**src/rtl/rdyvld_src.sv**
```systemverilog
// Ready/valid burst source: emits cfg_count words seed, seed+step, ... and
// keeps per-burst transfer and stall statistics.
module rdyvld_src #(
    parameter int width = 32,
    parameter int cntw  = 16
) (
    input  logic             clk,
    input  logic             rst,
    input  logic             start,
    input  logic             abort,
    input  logic [width-1:0] cfg_seed,
    input  logic [width-1:0] cfg_step,
    input  logic [cntw-1:0]  cfg_count,
    output logic             out1_vld,
    input  logic             out1_rdy,
    output logic [width-1:0] out1_dat,
    output logic             busy,
    output logic             done,
    output logic             aborted,
    output logic [cntw-1:0]  sent_cnt,
    output logic [cntw-1:0]  stall_cnt
);

    typedef enum logic {IDLE, SEND} state_t;

    state_t           state, state_nxt;
    logic [width-1:0] step_q, step_nxt, dat_nxt;
    logic [cntw-1:0]  count_q, count_nxt, sent_nxt, stall_nxt;
    logic             done_nxt, aborted_nxt;
    logic             xfer, last;

    assign out1_vld = (state == SEND);
    assign busy     = (state == SEND);
    assign xfer     = out1_vld && out1_rdy;
    assign last     = (sent_cnt + cntw'(1)) == count_q;

    always_comb begin
        state_nxt   = state;
        step_nxt    = step_q;
        count_nxt   = count_q;
        dat_nxt     = out1_dat;
        sent_nxt    = sent_cnt;
        stall_nxt   = stall_cnt;
        done_nxt    = 1'b0;
        aborted_nxt = 1'b0;
        case (state)
            IDLE: begin
                if (start) begin
                    sent_nxt  = '0;
                    stall_nxt = '0;
                    if (cfg_count != '0) begin
                        state_nxt = SEND;
                        dat_nxt   = cfg_seed;
                        step_nxt  = cfg_step;
                        count_nxt = cfg_count;
                    end else begin
                        done_nxt = 1'b1;
                    end
                end
            end
            SEND: begin
                if (!out1_rdy && stall_cnt != '1)
                    stall_nxt = stall_cnt + cntw'(1);
                // A transfer of the final word wins over a simultaneous abort.
                if (xfer) begin
                    sent_nxt = sent_cnt + cntw'(1);
                    dat_nxt  = out1_dat + step_q;
                end
                if (xfer && last) begin
                    state_nxt = IDLE;
                    done_nxt  = 1'b1;
                end else if (abort) begin
                    state_nxt   = IDLE;
                    done_nxt    = 1'b1;
                    aborted_nxt = 1'b1;
                end
            end
            default: state_nxt = IDLE;
        endcase
    end

    always_ff @(posedge clk) begin
        if (rst) begin
            state     <= IDLE;
            step_q    <= '0;
            count_q   <= '0;
            out1_dat  <= '0;
            sent_cnt  <= '0;
            stall_cnt <= '0;
            done      <= 1'b0;
            aborted   <= 1'b0;
        end else begin
            state     <= state_nxt;
            step_q    <= step_nxt;
            count_q   <= count_nxt;
            out1_dat  <= dat_nxt;
            sent_cnt  <= sent_nxt;
            stall_cnt <= stall_nxt;
            done      <= done_nxt;
            aborted   <= aborted_nxt;
        end
    end

endmodule

```
**config.mk**
```make
export PLATFORM = sky130hd
export DESIGN_NAME = rdyvld_src
export DESIGN_NICKNAME = d
export VERILOG_FILES = /design/src/rtl/rdyvld_src.sv
export SDC_FILE = /design/constraint.sdc
export NUM_CORES = 1
export LEC_CHECK = 0
export CELL_PAD_IN_SITES_DETAIL_PLACEMENT = 0
export CELL_PAD_IN_SITES_GLOBAL_PLACEMENT = 1
export CORE_ASPECT_RATIO = 1.75
export CORE_UTILIZATION = 33
export DETAILED_ROUTE_END_ITERATION = 6
export PLACE_DENSITY_LB_ADDON = 0.3
export SLEW_MARGIN = 20
export SYNTH_ARGS = -nofsm -noshare
export SYNTH_HDL_FRONTEND = slang
export SYNTH_SLANG_ARGS = --single-unit
export TNS_END_PERCENT = 10
```
**constraint.sdc**
```tcl
create_clock -name clk -period 2.6 [get_ports clk]
set_clock_uncertainty 0.2 [all_clocks]
set_input_delay 0.39 -clock clk [delete_from_list [all_inputs] [get_ports clk]]
set_output_delay 0.39 -clock clk [all_outputs]
set_load 0.01 [all_outputs]
```
Word-level counts from Yosys, hierarchy flattened
Cells that the tools add are included.
W data, S select, Z words.
- flip-flop bits (word level): 115
- input bits: 85
- add/subtract/negate cells: 3
- equal/unequal tests: 6
- muxes and demuxes: 19
- bitwise operators: 1
- reductions and logical operators: 10
- operators by type and width (kind ; count):
    $mux W32 ; 3
    $pmux W16 S2 ; 2
    $pmux W32 S2 ; 1
    $mux W16 ; 3
    $add A16 B1 Y16 const B ; 2
    $add A32 B32 Y32 ; 1
    $eq A16 B16 Y1 ; 1
    $ne A16 B16 Y1 const B ; 1
    $reduce_bool A16 Y1 ; 1
    $mux W1 ; 8
    $reduce_and A3 Y1 ; 2
    $ne A2 B1 Y1 const B ; 2
    $ne A2 B2 Y1 const B ; 2
    $pmux W1 S2 ; 2
    $reduce_and A2 Y1 ; 2
    $logic_and A1 B1 Y1 ; 3
    $reduce_or A3 Y1 ; 1
    $logic_not A1 Y1 ; 1
    $not A1 Y1 ; 1

Longest topological paths before layout
- depth in word-level cells: 5
- mapped depth: 10
- mapped depth without buffers: 10

Worst setup path before layout
Ideal clock, no wire load.
- kind: reg2reg
- start: register sent_cnt[0]
- end: register state, in the netlist busy
- library setup time: 115 ps
- arrival: 2569 ps
- path slack: -283 ps
- stages on the path, launching flop included: 10
- path buffers: 0
- period minus slack after synthesis: 2883 ps
- cell sequence: dfxtp_1 -> ha_1 -> nand3_2 -> or3_4 -> or3_1 -> a32oi_1 -> nand4_1 -> or4_1 -> nor3b_2 -> o21ba_1
- cells in the longest elaborated chain, start to end: 5
- RTL lines (item ; RTL line ; source):
    start: declaration ; 20 ; output logic [cntw-1:0] sent_cnt,
    start signal: assignment ; 97 ; sent_cnt <= sent_nxt;
    $add A16 B1 Y16 ; 35 ; assign last = (sent_cnt + cntw'(1)) == count_q;
    $eq A16 B16 Y1 ; 35 ;
    $logic_and A1 B1 Y1 ; 69 ; if (xfer && last) begin
    $mux W1 ; 69 ;
    $pmux W1 S2 ; 46 ; case (state)
    end signal: assignment ; 93 ; state <= state_nxt;
    end: declaration ; 26 ; state_t state, state_nxt;
Every way passes these cells.
A chain may end at the register's enable or synchronous reset.

Final worst setup path
- start: register step_q[16]
- end: register out1_dat[28]
- cells in the longest elaborated chain, start to end: 3
- RTL lines (item ; RTL line ; source):
    start: declaration ; 27 ; logic [width-1:0] step_q, step_nxt, dat_nxt;
    start signal: assignment ; 94 ; step_q <= step_nxt;
    $add A32 B32 Y32 ; 67 ; dat_nxt = out1_dat + step_q;
    $mux W32 ; 65 ; if (xfer) begin
    $pmux W32 S2 ; 46 ;
    end signal: assignment ; 96 ; out1_dat <= dat_nxt;
    end: declaration ; 16 ; output logic [width-1:0] out1_dat,
Every way passes these cells. The select of a mux whose other input is x is not followed.

==> reports/qor.txt <==
Critical path arrival -> 2.82 ns
Max Cap Viol -> 0
Post-synth ARST share -> 0%
Drt initial violations -> 332
Skew-Pair Late Insertion Delay -> 0.43 ns
GRT Total Usage -> 22.8%
# IOs -> 153
DRC -> 21
Routed Antenna Nets -> 0
Starting Density -> 33.7%
Yosys top cell area share -> 33.6%
Int Pwr -> 3980 µW
Layout overhead on the synthesized area -> 59.1%
Seq/Total Area, Yosys -> 33.6%
Pwr dens -> 510 nW/µm²
Top_reg_cell synth -> dfxtp_1
Combinational share of power -> 24.4%
Yosys reg bits -> 115
Crit end category -> flop
WL final -> 24400 µm
Die height -> 193 µm
Via count -> 7702
Pleak -> 0.00440 µW
RR Startpoint -> step_q[16]
Worst Slack Setup Final -> -0.0708 ns
Die width -> 111 µm
Number of global-route vias before repair -> 7560
Period utilisation layout -> 103%
Final hold viol count -> 0
Required time of the critical path -> 2.75 ns
Setup violations, final -> 9
Outcome -> complete, but fails checks
Slew Viols, Final -> 0
RSZ-0062 raised after global routing -> yes
Number of synthesized flops with an enable pin -> 0
Fmax -> 374 MHz
Clock transition at the registers of the reported paths -> 0.06 ns
Max Root-Sink Buffers -> 2
Largest net degree at the start of global routing -> 48
NetSw -> 1590 µW
Antenna cells -> 0
Seq pwr share -> 35.0%
NumNets Final -> 1320
Clock Sinks -> 115
Worst VDD drop -> 0.367 mV
Avg Inst Size Synth -> 7.55 µm²
I/O Buffers -> 152
Post-Syn Instances -> 908
Clock power share -> 40.7%
Die area -> 21400 µm²
Core area -> 20400 µm²
Hpwl dp -> 17900 µm
CTS tree -> done
Worst setup path start -> step_q[16]
# H-tree levels -> 4
Min-delay src -> rst
Net Count, Synth -> 1027
Standard-cell row count -> 69
Share of post-route cells with drive strength above 1 -> 24.3%
Ys Warns -> 0
Crit Path Class -> flop to flop
Slew at the pin closest to its max-slew limit -> 0.768 ns
Min-delay worst type -> primary input to flop
Drt wl/cell -> 16.7 µm
Max FO, Critical Path -> 4
Max_slew headroom -> 48.6%
DP Cell Count -> 1418
Mapped Area -> 6860 µm²
Non-Filler Instances -> 1461
First-pass GRT wire length -> 37900 µm
Failing checks -> design-rule violations, negative setup slack
Netlist cell types -> 67
Routed vias/inst -> 5.27
CTS Buf Count -> 17
Synth area leaders -> dfxtp_1 (34%), a21oi_1 (8.9%), nand2_1 (8.6%)
Drt pass-1 iters -> 7
Initial antenna violation count -> 0
Pre-CTS setup slack -> -0.302 ns
Cell taking the most area after synthesis -> dfxtp_1
Final min period -> 2.67 ns
Tot Pwr -> 5570 µW
Clk root buf -> clkbuf_16
Type of origin of the critical path -> flop
GRT overflow -> 0
Switch share -> 28.5%
Routability congestion estimate -> 0.896
state kept, by name, summed over array words and instances (netlist names):
register	cells
count_q	16
sent_cnt	16
done	1
aborted	1
out1_dat	32
step_q	32
stall_cnt	16
busy	1
per-stage QoR:
stage          TNS, ns  utilization [%]  instance area (µm²)  hold slack (ns)
2_1_floorplan   -0.192                -                 6900            0.240
3_3_place_gp     -3.31             47.9                 9750            0.246
4_1_cts         -0.767             51.5                10500            0.229
3_5_place_dp     -3.98             47.9                 9750            0.252
5_1_grt          -1.29             53.6                10900            0.246
6_report        -0.298             53.6                10900            0.245
power groups by stage:
stage | Clock (µW) | Combinational (µW) | Sequential, µW
2_1_floorplan | 0 | 581 | 1980
3_3_place_gp | 0 | 1250 | 1970
3_5_place_dp | 0 | 1260 | 1970
4_1_cts | 2290 | 1290 | 1940
5_1_grt | 2370 | 1480 | 1960
6_report | 2260 | 1360 | 1950
logic make-up (layout without fill, tap and decap cells):
kind of cell | after synthesis | in the layout | share of synthesized area, %
compound gates | 272 | 272 | 23.9
xor+xnor | 45 | 45 | 5.75
fa+ha+maj | 35 | 35 | 6.46
buf+inv | 63 | 368 | 3.61
flops | 115 | 115 | 33.6
mux | 10 | 10 | 1.46
simple gates | 368 | 368 | 25.3
worst paths after layout:
check | cells after the start | end | slack, ns
min reg2reg | 2 | step_q[7] | 0.26
min | 2 | sent_cnt[0] | 0.25
max reg2reg | 11 | out1_dat[28] | -0.07
max | 11 | out1_dat[28] | -0.07
metal layers:
layer  track usage, %  wire (µm)
met5                0          0
met4             9.75        620
met3             4.93        872
met2             44.0      13300
met1             23.7       9590
synth_stat cells, types with 10 or more instances:
| library cell | number |
|---|---|
| a21oi_1 | 122 |
| nand3_1 | 16 |
| ha_1 | 33 |
| dfxtp_1 | 115 |
| o21ai_0 | 48 |
| clkbuf_1 | 42 |
| mux2i_1 | 10 |
| and3_1 | 14 |
| nand2_1 | 158 |
| inv_1 | 14 |
| nor3_1 | 19 |
| nor2_1 | 83 |
| xnor2_1 | 27 |
| a21o_1 | 15 |
| a211oi_1 | 27 |
| xor2_1 | 18 |
| nand4_1 | 13 |
worst max-delay path: stages (launching register included):
cell and delay (ns):
dfxtp_2 0.34, ha_4 0.24, buf_4 0.14, nand2_2 0.06
o21ai_2 0.06, a2111o_1 0.42, a41o_1 0.30, nor3_4 0.26
buf_6 0.14, nor3_4 0.03, o21a_1 0.20, o32ai_2 0.19
final cells by class:
type / count / area, µm²
tap: 248 / 310
clock buffer: 26 / 509
fill: 2004 / 9460
multi-input combinational: 730 / 4830
clock inverter: 5 / 50.0
timing repair buffer: 322 / 2830
sequential: 115 / 2330
inverter: 15 / 56.3
what timing repair did:
action,in CTS,in global routing
gates resized for setup,33,70
pin swaps,17,53
endpoints found under the setup margin,20,33
hold buffers,0,0
buffers inserted,4,8
cell usage in the layout, fill, tap and decap left out, types with 17 or more instances in the layout:
| master | n |
|---|---|
| clkdlybuf4s50_1 | 151 |
| xor2_1 | 17 |
| a211oi_1 | 22 |
| nand2_1 | 153 |
| a21oi_1 | 111 |
| o21ai_0 | 42 |
| dfxtp_1 | 98 |
| nor2_1 | 79 |
| ha_1 | 22 |
| xnor2_1 | 26 |
| buf_4 | 166 |
| clkbuf_16 | 17 |
(Power assumes the default switching activity.)
==> variant (same flow settings) <==
`width`: 32 -> 64.
--- a/src/rtl/rdyvld_src.sv
+++ b/src/rtl/rdyvld_src.sv
@@ -1,7 +1,7 @@
 // Ready/valid burst source: emits cfg_count words seed, seed+step, ... and
 // keeps per-burst transfer and stall statistics.
 module rdyvld_src #(
-    parameter int width = 32,
+    parameter int width = 64,
     parameter int cntw  = 16
 ) (
     input  logic             clk,
Interface: changed (resized cfg_seed, cfg_step and out1_dat); port bits go from 153 to 249. No check against the original RTL was run, so the function may have changed too.
==> variant against the unedited design <==
The flow finishes with violations (setup timing); non-clock buffer count rose by 274; design area increased by 66%; sequential cell count increased by 64; sequential share of layout area decreased by 1.4 points; wire length rose by 84%; first-iteration DRC count is 65% higher; total power up 49%; area after synthesis increased by 68%; setup slack worse by 0.65 ns.
==> variant: results <==
set metrics [dict create \
    failed_checks "setup timing" \
    worst_path_max_delay_cell "or4_1" \
    port-buffer-count 248 \
    regToRegSetupSlack_ns -0.72 \
    dr_wl_met3_microns 1480 \
    finalWorstSetupSlack_ns -0.724 \
    wl_met2_microns 24600 \
    worstHoldEndpoint "sent_cnt[3]" \
    area.sequential_sq_um 3590 \
    grt_util_met1_pct 25.9 \
    via_count 13200 \
    netlist_top_cells_area "dfxtp_1 (31%), a21oi_1 (9.5%), nand2_1 (8.6%)" \
    setup_tns_ns -20.02 \
    post_synth_fa_ha_maj_area_fraction_pct 7.25 \
    setup-violations-final 50 \
    global_route.usage.total_pct 25.4 \
    dp.cells 2500 \
    worstRegToRegCells 12 \
    worstSkewPairLatency_ns 0.47 \
    place_area_sq_um 16900 \
    gp_congestion 0.914 \
    drt-pass1-iter-count 4 \
    worstMarginPinSlew_ns 0.782 \
    detail_route.iter0.violations 547 \
    gr-usage-met2_pct 48.9 \
    min_period_over_period_pct 128 \
    yosysSeqAreaShare_pct 31.2 \
    run_status "finished with violations" \
]
## variant: worst max-delay path, delay by kind of cell, from the launching register on
kind / cells / cell delay (ns)
flip-flops: 1 / 0.36
adder cells (fa/ha/maj): 2 / 0.52
AO/OA/AOI/OAI: 5 / 1.04
buffers and inverters: 1 / 0.17
AND/OR/NAND/NOR: 4 / 0.94
## variant: final cells by class
class	instances	area share [%]
Multi-Input combinational cell	1246	44.2
Timing Repair Buffer	596	28.9
Tap cell	460	3.19
Clock buffer	24	2.67
Sequential cell	179	19.9
Inverter	26	0.540
Clock inverter	7	0.554
## variant: what timing repair did
action	4_1_cts	5_1_grt
hold buffers	0	0
cloned	0	0
buffers inserted	5	2
endpoints found under the setup margin	55	62
pin swaps	31	26
gates resized for setup	65	42
## variant: report_power, final
group          switching [mW]  leakage [nW]  total, mW  internal, mW
clock                    1.18         0.285       2.68          1.49
sequential              0.123          1.47       3.04          2.92
combinational            1.26          5.73       2.60          1.33
total                    2.57          7.48       8.32          5.74
